--- config.mk ---
export PLATFORM = sky130hd
export DESIGN_NAME = fetch_queue_unit
export DESIGN_NICKNAME = d
export VERILOG_FILES = /design/src/rtl/fetch_queue_unit.sv
export SDC_FILE = /design/constraint.sdc
export NUM_CORES = 1
export LEC_CHECK = 0
export ABC_AREA = 1
export CAP_MARGIN = 40
export CORE_ASPECT_RATIO = 0.5
export CORE_MARGIN = 3
export CORE_UTILIZATION = 40
export DETAILED_ROUTE_END_ITERATION = 10
export DONT_BUFFER_PORTS = 1
export PLACE_DENSITY = 0.51
export SYNTH_ARGS = -nofsm -noshare
export SYNTH_HDL_FRONTEND = slang
export SYNTH_SLANG_ARGS = --single-unit
--- constraint.sdc ---
create_clock -name clk -period 8.1 [get_ports clk]
set_input_delay 0.81 -clock clk [delete_from_list [all_inputs] [get_ports clk]]
set_output_delay 0.81 -clock clk [all_outputs]
set_load 0.1 [all_outputs]
--- src/rtl/fetch_queue_unit.sv ---
// fetch_queue_unit
//   Instruction-fetch front end. Owns the PC, issues one request per cycle to a
//   synchronous instruction memory with fixed 1-cycle response latency, buffers
//   returned words with their addresses in a DEPTH-entry prefetch FIFO and
//   presents the FIFO head to the decoder through a valid/ready handshake.
//   A redirect reloads the PC (word aligned) and flushes everything in flight.
//
// Ports
//   clk, rst_n        clock (rising edge), asynchronous active-low reset
//   imem_req/addr     fetch request and its address (current PC)
//   imem_rvalid/rdata response, one cycle after the matching request
//   redirect_valid/pc new PC load + queue flush (low two bits of target ignored)
//   inst_valid/ready  decoder handshake on the FIFO head
//   inst_data/pc      head instruction and its address (hold last popped when empty)
//
// Optional build macro FETCH_QUEUE_STATS_EN adds:
//   stat_fetched      count of words pushed into the FIFO
//   stat_flushed      count of words discarded by redirects (queued + dropped response)

module fetch_queue_unit #(
    parameter int unsigned       ADDR_W   = 32,
    parameter int unsigned       DATA_W   = 32,
    parameter int unsigned       DEPTH    = 4,
    parameter logic [ADDR_W-1:0] RESET_PC = '0,
    parameter int unsigned       PC_STEP  = 4
) (
    input  logic              clk,
    input  logic              rst_n,
    output logic              imem_req,
    output logic [ADDR_W-1:0] imem_addr,
    input  logic              imem_rvalid,
    input  logic [DATA_W-1:0] imem_rdata,
    input  logic              redirect_valid,
    input  logic [ADDR_W-1:0] redirect_pc,
    output logic              inst_valid,
    input  logic              inst_ready,
    output logic [DATA_W-1:0] inst_data,
    output logic [ADDR_W-1:0] inst_pc
`ifdef FETCH_QUEUE_STATS_EN
    ,
    output logic [31:0]       stat_fetched,
    output logic [31:0]       stat_flushed
`endif
);

    // state | meaning
    // BOOT  | first cycle after reset, no request
    // FETCH | issuing one request per cycle while credit remains
    // HOLD  | queue plus in-flight word fills DEPTH, waiting for a pop
    typedef enum logic [1:0] {
        ST_BOOT  = 2'd0,
        ST_FETCH = 2'd1,
        ST_HOLD  = 2'd2
    } state_e;

    localparam int unsigned       PW        = $clog2(DEPTH);
    localparam int unsigned       CW        = PW + 1;
    localparam logic [CW:0]       DEPTH_C   = (CW+1)'(DEPTH);
    localparam logic [ADDR_W-1:0] PC_STEP_C = ADDR_W'(PC_STEP);

    state_e            state_q, state_d;
    logic [ADDR_W-1:0] pc_q, pc_d;
    logic [ADDR_W-1:0] req_addr_q;
    logic              inflight_q;
    logic [CW-1:0]     count_q, count_d;
    logic [PW-1:0]     head_q, head_d;
    logic [PW-1:0]     tail_q, tail_d;
    logic [DATA_W-1:0] last_data_q;
    logic [ADDR_W-1:0] last_pc_q;

    logic [DATA_W-1:0] fifo_data [DEPTH];
    logic [ADDR_W-1:0] fifo_pc   [DEPTH];

    logic [CW:0]       occupancy;
    logic              has_credit;
    logic              push;
    logic              pop;
    logic              unused_redirect_lsb;

    assign unused_redirect_lsb = ^redirect_pc[1:0];

    // Credit = words already queued plus the one possibly on its way back.
    // Never issuing past DEPTH guarantees a response always finds a free slot.
    assign occupancy  = {1'b0, count_q} + {{CW{1'b0}}, inflight_q};
    assign has_credit = occupancy < DEPTH_C;

    assign imem_req   = (state_q == ST_FETCH) && has_credit && !redirect_valid;
    assign imem_addr  = pc_q;

    assign inst_valid = (count_q != '0);
    assign inst_data  = inst_valid ? fifo_data[head_q] : last_data_q;
    assign inst_pc    = inst_valid ? fifo_pc[head_q]   : last_pc_q;

    // A response is only meaningful if we actually have a request outstanding;
    // one arriving during a redirect belongs to the abandoned path.
    assign push = imem_rvalid && inflight_q && !redirect_valid;
    assign pop  = inst_valid && inst_ready;

    always_comb begin
        state_d = state_q;
        pc_d    = pc_q;
        head_d  = head_q;
        tail_d  = tail_q;
        count_d = count_q + {{(CW-1){1'b0}}, push} - {{(CW-1){1'b0}}, pop};

        unique case (state_q)
            ST_BOOT:  state_d = ST_FETCH;
            ST_FETCH: if (!has_credit) state_d = ST_HOLD;
            ST_HOLD:  if (has_credit)  state_d = ST_FETCH;
            default:  state_d = ST_BOOT;
        endcase

        if (imem_req) pc_d   = pc_q + PC_STEP_C;
        if (push)     tail_d = tail_q + 1'b1;
        if (pop)      head_d = head_q + 1'b1;

        if (redirect_valid) begin
            state_d = ST_FETCH;
            pc_d    = {redirect_pc[ADDR_W-1:2], 2'b00};
            count_d = '0;
            head_d  = '0;
            tail_d  = '0;
        end
    end

    always_ff @(posedge clk or negedge rst_n) begin
        if (!rst_n) begin
            state_q     <= ST_BOOT;
            pc_q        <= RESET_PC;
            req_addr_q  <= '0;
            inflight_q  <= 1'b0;
            count_q     <= '0;
            head_q      <= '0;
            tail_q      <= '0;
            last_data_q <= '0;
            last_pc_q   <= '0;
        end else begin
            state_q    <= state_d;
            pc_q       <= pc_d;
            count_q    <= count_d;
            head_q     <= head_d;
            tail_q     <= tail_d;
            // Response latency is exactly one cycle, so what is in flight next
            // cycle is simply whether we issue now.
            inflight_q <= imem_req;
            if (imem_req) begin
                req_addr_q <= pc_q;
            end
            if (pop) begin
                last_data_q <= fifo_data[head_q];
                last_pc_q   <= fifo_pc[head_q];
            end
        end
    end

    // Storage needs no reset: count_q gates every read of it.
    always_ff @(posedge clk) begin
        if (push) begin
            fifo_data[tail_q] <= imem_rdata;
            fifo_pc[tail_q]   <= req_addr_q;
        end
    end

`ifdef FETCH_QUEUE_STATS_EN
    logic [31:0] fetched_q;
    logic [31:0] flushed_q;
    logic        drop;
    logic [CW:0] discarded;

    // A word popped in the redirect cycle was delivered, so it is not flushed.
    assign drop      = imem_rvalid && inflight_q && redirect_valid;
    assign discarded = {1'b0, count_q} - {{CW{1'b0}}, pop} + {{CW{1'b0}}, drop};

    always_ff @(posedge clk or negedge rst_n) begin
        if (!rst_n) begin
            fetched_q <= '0;
            flushed_q <= '0;
        end else begin
            if (push) begin
                fetched_q <= fetched_q + 32'd1;
            end
            if (redirect_valid) begin
                flushed_q <= flushed_q + 32'(discarded);
            end
        end
    end

    assign stat_fetched = fetched_q;
    assign stat_flushed = flushed_q;
`endif

endmodule

==> results.toml, run 1 <==
[sta]
setup_violations = 0
clock_skew_ns = 0.02087
period_minus_slack_ns = 4.194
fin_tns_setup_ns = 0
rsz0062_at_grt = "false"
slew_viol_final = 0
relSlewSlack = 0.4559
fin_crit_sh = 0.5178
fmax_mhz = 238.4
tightest_slew_ns = 0.8162
hold_violations = 0

[die]
placementRows = 51
die_area_mm2 = 0.04322
core-area_mm2 = 0.03950
die_h_um = 148.5
pin_count = 167
initial_core_util = 0.4113
fp.dieW_um = 291.0

[finish]
fin_nets = 1616
layout-drive-gt1-share = 0.1902
insertedDiodeCount = 0
syn2layout_area_growth_pct = 23.57

[yosys]
synth-edff-count = 248
ys.flop_type = "edfxtp_1"
yosys-top-cells-area = "edfxtp_1, dfrtp_1, nand2_1, o21ai_0, a32o_1"
yosys.area.top_type = "edfxtp_1"
yosys-top-cells-count = "nand2_1, edfxtp_1, dfrtp_1, o21ai_0, a21oi_1"
yosysWarnings = 0
syn_area_per_cell_um2 = 11.03
synth_area_mm2 = 0.01625
synth_cells = 1473
ys_async_sr_fraction = 0.3474
yosys.area.top_type_share = 0.4584
synth_cell_type_count = 38
yosysMostFrequentCell = "nand2_1"
synth_seq_cells = 380
yosysSeqAreaShare = 0.6617

[setup_path]
start_kind = "flop"
reg2reg_depth = 14
worstReg2RegStart = "count_q[1]$_DFF_PN0_"
crit_fanout = 63
reg2reg_slack_ns = 4.23
critical_path_class = "reg -> out"
end_kind = "output pin"
rr_endpoint = "count_q[2]$_DFF_PN0_"
cp_data_arrival_time_ns = 3.38
cp.required_ns = 7.29

[grt]
antenna_found_initial = 0
grt_max_degree = 133
grt-ovfl-total = 0
grt_pass1_vias = 10930
grt_pass1_wl_mm = 62.04
track_usage = 0.1823

[route]
drcViolationCount = 0
routedWlPerCell_um = 18.87
dr.pass1.iters = 5
wl_mm = 39.58
dr_total_vias = 10930
drt-initial-drc-count = 740
vias_per_cell = 5.210
drtAntennaViolNets = 0

[run]
cap_violations = 0

[clock_tree]
cts_root_buffer = "clkbuf_16"
cts_setup_buffers = 0
htreeDepth = 2
clock_sinks = 380
cts_buffers = 37
clock_path_buffers = 3
path_clk_slew_ns = 0.07
clock_latency_ns = 0.53
cts_tree = "yes"
cts_resized = 0

[status]
status = "completed"

[placement]
gp_congestion = 0.8631
hpwl_mm = 24.00
numPortBuffers = 0

[worst_hold_path]
hp-class = "in -> async"
## worst max-delay path by stage
stage,start,endpoint,cells past startpoint
floorplan,redirect_valid,fifo_data[0][0]$_DFFE_PP_,5
global placement,head_q[0]$_DFFE_PN0P_,inst_data[28],5
detailed placement,count_q[1]$_DFF_PN0_,count_q[2]$_DFF_PN0_,14
CTS,head_q[0]$_DFFE_PN0P_,inst_data[28],7
global route,head_q[0]$_DFFE_PN0P_,inst_data[28],7
finish,head_q[0]$_DFFE_PN0P_,inst_data[28],7
## what timing repair did
action	in CTS	in global routing
endpoints found under the setup margin	0	0
hold buffers	1	0
hold endpoints to repair	132	0
## cells in the final DEF, fill, tap and decap left out, types with 18 or more instances in the layout
cell type / count
a21oi_1: 72
a32o_1: 62
buf_16: 55
buf_4: 18
buf_8: 34
clkbuf_16: 39
dfrtp_1: 131
edfxtp_1: 248
inv_1: 44
nand2_1: 476
nand3_1: 57
nor2_1: 45
o21ai_0: 68
o21ai_2: 86
## routing by layer
layer  vias to the layer above  part of all wire  track usage
li1                       5282                 -            -
met1                      5373              0.45       0.2455
met2                       216              0.48       0.3082
met3                        54             0.048      0.03775
met4                         0             0.016      0.03829
met5                         -                 0            0
## cell families after synthesis
logic type / Yosys count / share of synthesized area
AO/OA/AOI/OAI: 316 / 0.1244
XOR/XNOR: 6 / 0.003235
adder cells (fa/ha/maj): 9 / 0.007394
buffers and inverters: 143 / 0.04529
flip-flops: 380 / 0.6617
other: 1 / 0.0002308
AND/OR/NAND/NOR: 618 / 0.1577
## sequential cells by signal, indices dropped and copies added, names as in the netlist
signal,count
fifo_data,128
tail_q,2
last_pc_q,30
last_data_q,32
state_q,2
head_q,2
inflight_q,1
imem_addr,30
req_addr_q,30
fifo_pc,120
count_q,3
## stage by stage
step	setup slack, ns	area [µm²]	instances	utilization	hold WS (ns)
after detailed placement	4.200	18860	2028	0.4776	0.4733
after global placement	3.855	16800	1934	0.4253	0.4661
after floorplan	3.629	16260	1476	-	0.4534
after global routing	3.670	20070	2097	0.5082	0.3192
final	3.906	20070	2097	0.5082	0.2895
after CTS	3.842	20070	2097	0.5082	0.3203
## worst max-delay path, stage by stage (launching register included)
cell	delay (ns)
dfrtp_4	0.75
inv_4	0.49
buf_4	0.45
buf_16	0.28
nand2_1	0.08
a32o_1	0.25
o21ai_2	0.27
buf_16	0.21
## area by class of cell
class                           instances  area [µm²]
Fill cell                            3377       19420
Sequential cell                       380       10750
Multi-Input combinational cell        953        5041
Timing Repair Buffer                  113        2227
Clock buffer                           52        1045
Tap cell                              530       663.1
Inverter                               53       206.4
Clock inverter                         16       137.6
Power of run 1 is not shown: default switching activity piles up to over one toggle a cycle in this logic, so the estimate is an artifact.
==> run 2: changes to the inputs <==
--- a/config.mk
+++ b/config.mk
@@ -12,7 +12,7 @@
 export CORE_UTILIZATION = 40
 export DETAILED_ROUTE_END_ITERATION = 10
 export DONT_BUFFER_PORTS = 1
-export PLACE_DENSITY = 0.51
+export PLACE_DENSITY = 0.53
 export SYNTH_ARGS = -nofsm -noshare
 export SYNTH_HDL_FRONTEND = slang
 export SYNTH_SLANG_ARGS = --single-unit
==> constraint.sdc (replaced) <==
create_clock -name clk -period 3.4 [get_ports clk]
set_input_delay 0.34 -clock clk [delete_from_list [all_inputs] [get_ports clk]]
set_output_delay 0.34 -clock clk [all_outputs]
set_load 0.1 [all_outputs]
==> results.toml, run 2 (same netlist as run 1, synthesis figures left out) <==
[setup_path]
path_cells = "inv_4 > buf_12 > nand2_1 > a32o_1 > o21ai_2 > buf_4"
crit_buf_inv = 3
reg2reg_depth = 8
cpPeakStageDelay_ns = 0.50
slowest_stage = "dfrtp_4"
crit_fanout = 46
cp_data_arrival_time_ns = 2.49
crit_start = "head_q[0]$_DFFE_PN0P_"
reg2reg_slack_ns = 0.97
cp.required_ns = 3.06
worstReg2RegStart = "count_q[1]$_DFF_PN0_"
rr_endpoint = "last_data_q[9]$_DFFE_PN0P_"
critical_path_class = "reg -> out"
path_depth = 6
crit_family = "buffers and inverters"
end_kind = "output pin"
start_kind = "flop"
crit_end = "inst_data[8]"

[route]
drcViolationCount = 0
drt-initial-drc-count = 813
drtAntennaViolNets = 0
vias_per_cell = 5.156
dr.pass1.iters = 6
wl_mm = 39.28
routedWlPerCell_um = 18.36
dr_total_vias = 11030

[grt]
grtUsageMet3 = 0.03626
antenna_found_initial = 3
use_met2 = 0.3047
grt_pass1_vias = 10940
grt_max_degree = 133
grt_pass1_wl_mm = 61.89
met1_usage = 0.2419
track_usage = 0.1814
grt.busiest_layer = "met2"
grt-ovfl-total = 0

[status]
status = "completed"

[sta]
clock_skew_ns = 0.01827
relSlewSlack = 0.4206
period_minus_slack_ns = 2.833
rsz0062_at_grt = "false"
fin_crit_sh = 0.8333
fmax_mhz = 353.0
setup_violations = 0
hold_violations = 0
slew_viol_final = 0
tightest_slew_ns = 0.8691

[finish]
largest_reg_flops = 128
layout-drive-gt1-share = 0.1859
fillers = 3518
final_common_cell = "nand2_1"
layout_common_cells = "nand2_1, edfxtp_1, dfrtp_1"
reg_top3 = "fifo_data: 128 flops, fifo_pc: 120 flops, last_data_q: 32 flops"
fin_nets = 1660
syn2layout_area_growth_pct = 19.33
instances_no_fill = 2139
multiInputGateArea_mm2 = 0.005041
ff_latch_area_mm2 = 0.01075
regMostFlops = "fifo_data"

[clock_tree]
clock_path_buffers = 3
cts_resized = 0
clock_sinks = 380
cts_tree = "yes"
htreeDepth = 2
cts_setup_buffers = 0
clock_latency_ns = 0.52
cts_root_buffer = "clkbuf_16"
cts_buffers = 36
cts_hold_buf = 48
path_clk_slew_ns = 0.07

[placement]
hpwl_mm = 22.74
gp_congestion = 0.8227
post-place-cells = 2025
numPortBuffers = 0

[die]
placementRows = 51
core-area_mm2 = 0.03950
die_area_mm2 = 0.04322
die_h_um = 148.5
fp.dieW_um = 291.0
pin_count = 167
initial_core_util = 0.4113

[worst_hold_path]
hp-class = "in -> reg"

[run]
cap_violations = 0
## run 2: cell count changes in the layout (fill, tap and decap cells not counted), sizes merged
cell and delta:
buf -2, bufinv +3, clkbuf -1, clkinv -3, clkinvlp -1, diode +1, dlygate4sd3 +47, inv -2
## run 2: metal layers
metal / up-vias / part of all wire
met3: 59 / 0.050
met5: - / 0.00059
met1: 5397 / 0.45
met2: 213 / 0.48
li1: 5355 / -
met4: 4 / 0.020
## run 2: worst reg2reg max path, stage by stage, from the launching register on
cell and delay, ns:
dfrtp_1 0.43, inv_1 0.09, nand2_2 0.07, nor2_4 0.13, inv_2 0.07, nand2_4 0.06
buf_4 0.65, buf_4 0.59, o21ai_0 0.20
## run 2: metrics by stage
step | hold WS [ns] | setup WS (ns) | utilization | setup TNS, ns | area [µm²]
6_report | 0.02638 | 0.5668 | 0.4908 | 0 | 19390
3_5_place_dp | 0.05027 | 0.9597 | 0.4466 | 0 | 17640
2_1_floorplan | 0.04441 | -0.6007 | - | -148.97 | 16260
5_1_grt | 0.008912 | 0.4152 | 0.4908 | 0 | 19390
4_1_cts | 0.0001105 | 0.4981 | 0.4904 | 0 | 19370
3_3_place_gp | 0.05016 | 1.020 | 0.4449 | 0 | 17570
## run 2: worst min path at each step
stage,cells past startpoint,start,end
finish,2,redirect_valid,imem_addr[16]$_DFFE_PN0P_
global route,2,redirect_pc[11],imem_addr[11]$_DFFE_PN0P_
CTS,2,redirect_pc[11],imem_addr[11]$_DFFE_PN0P_
global placement,0,rst_n,imem_addr[5]$_DFFE_PN0P_
floorplan,0,rst_n,count_q[0]$_DFF_PN0_
detailed placement,0,rst_n,imem_addr[5]$_DFFE_PN0P_
## run 2: final cells by class
cell class / instances / share of cell area
repair buffers: 158 / 0.07674
well taps: 530 / 0.03421
clock inverters: 13 / 0.009939
diodes: 1 / 0.0001291
flip-flops and latches: 380 / 0.5547
clock buffers: 51 / 0.05357
inverters: 53 / 0.01065
multi-input cells: 953 / 0.2600
Power of run 2 is left out for the same reason.
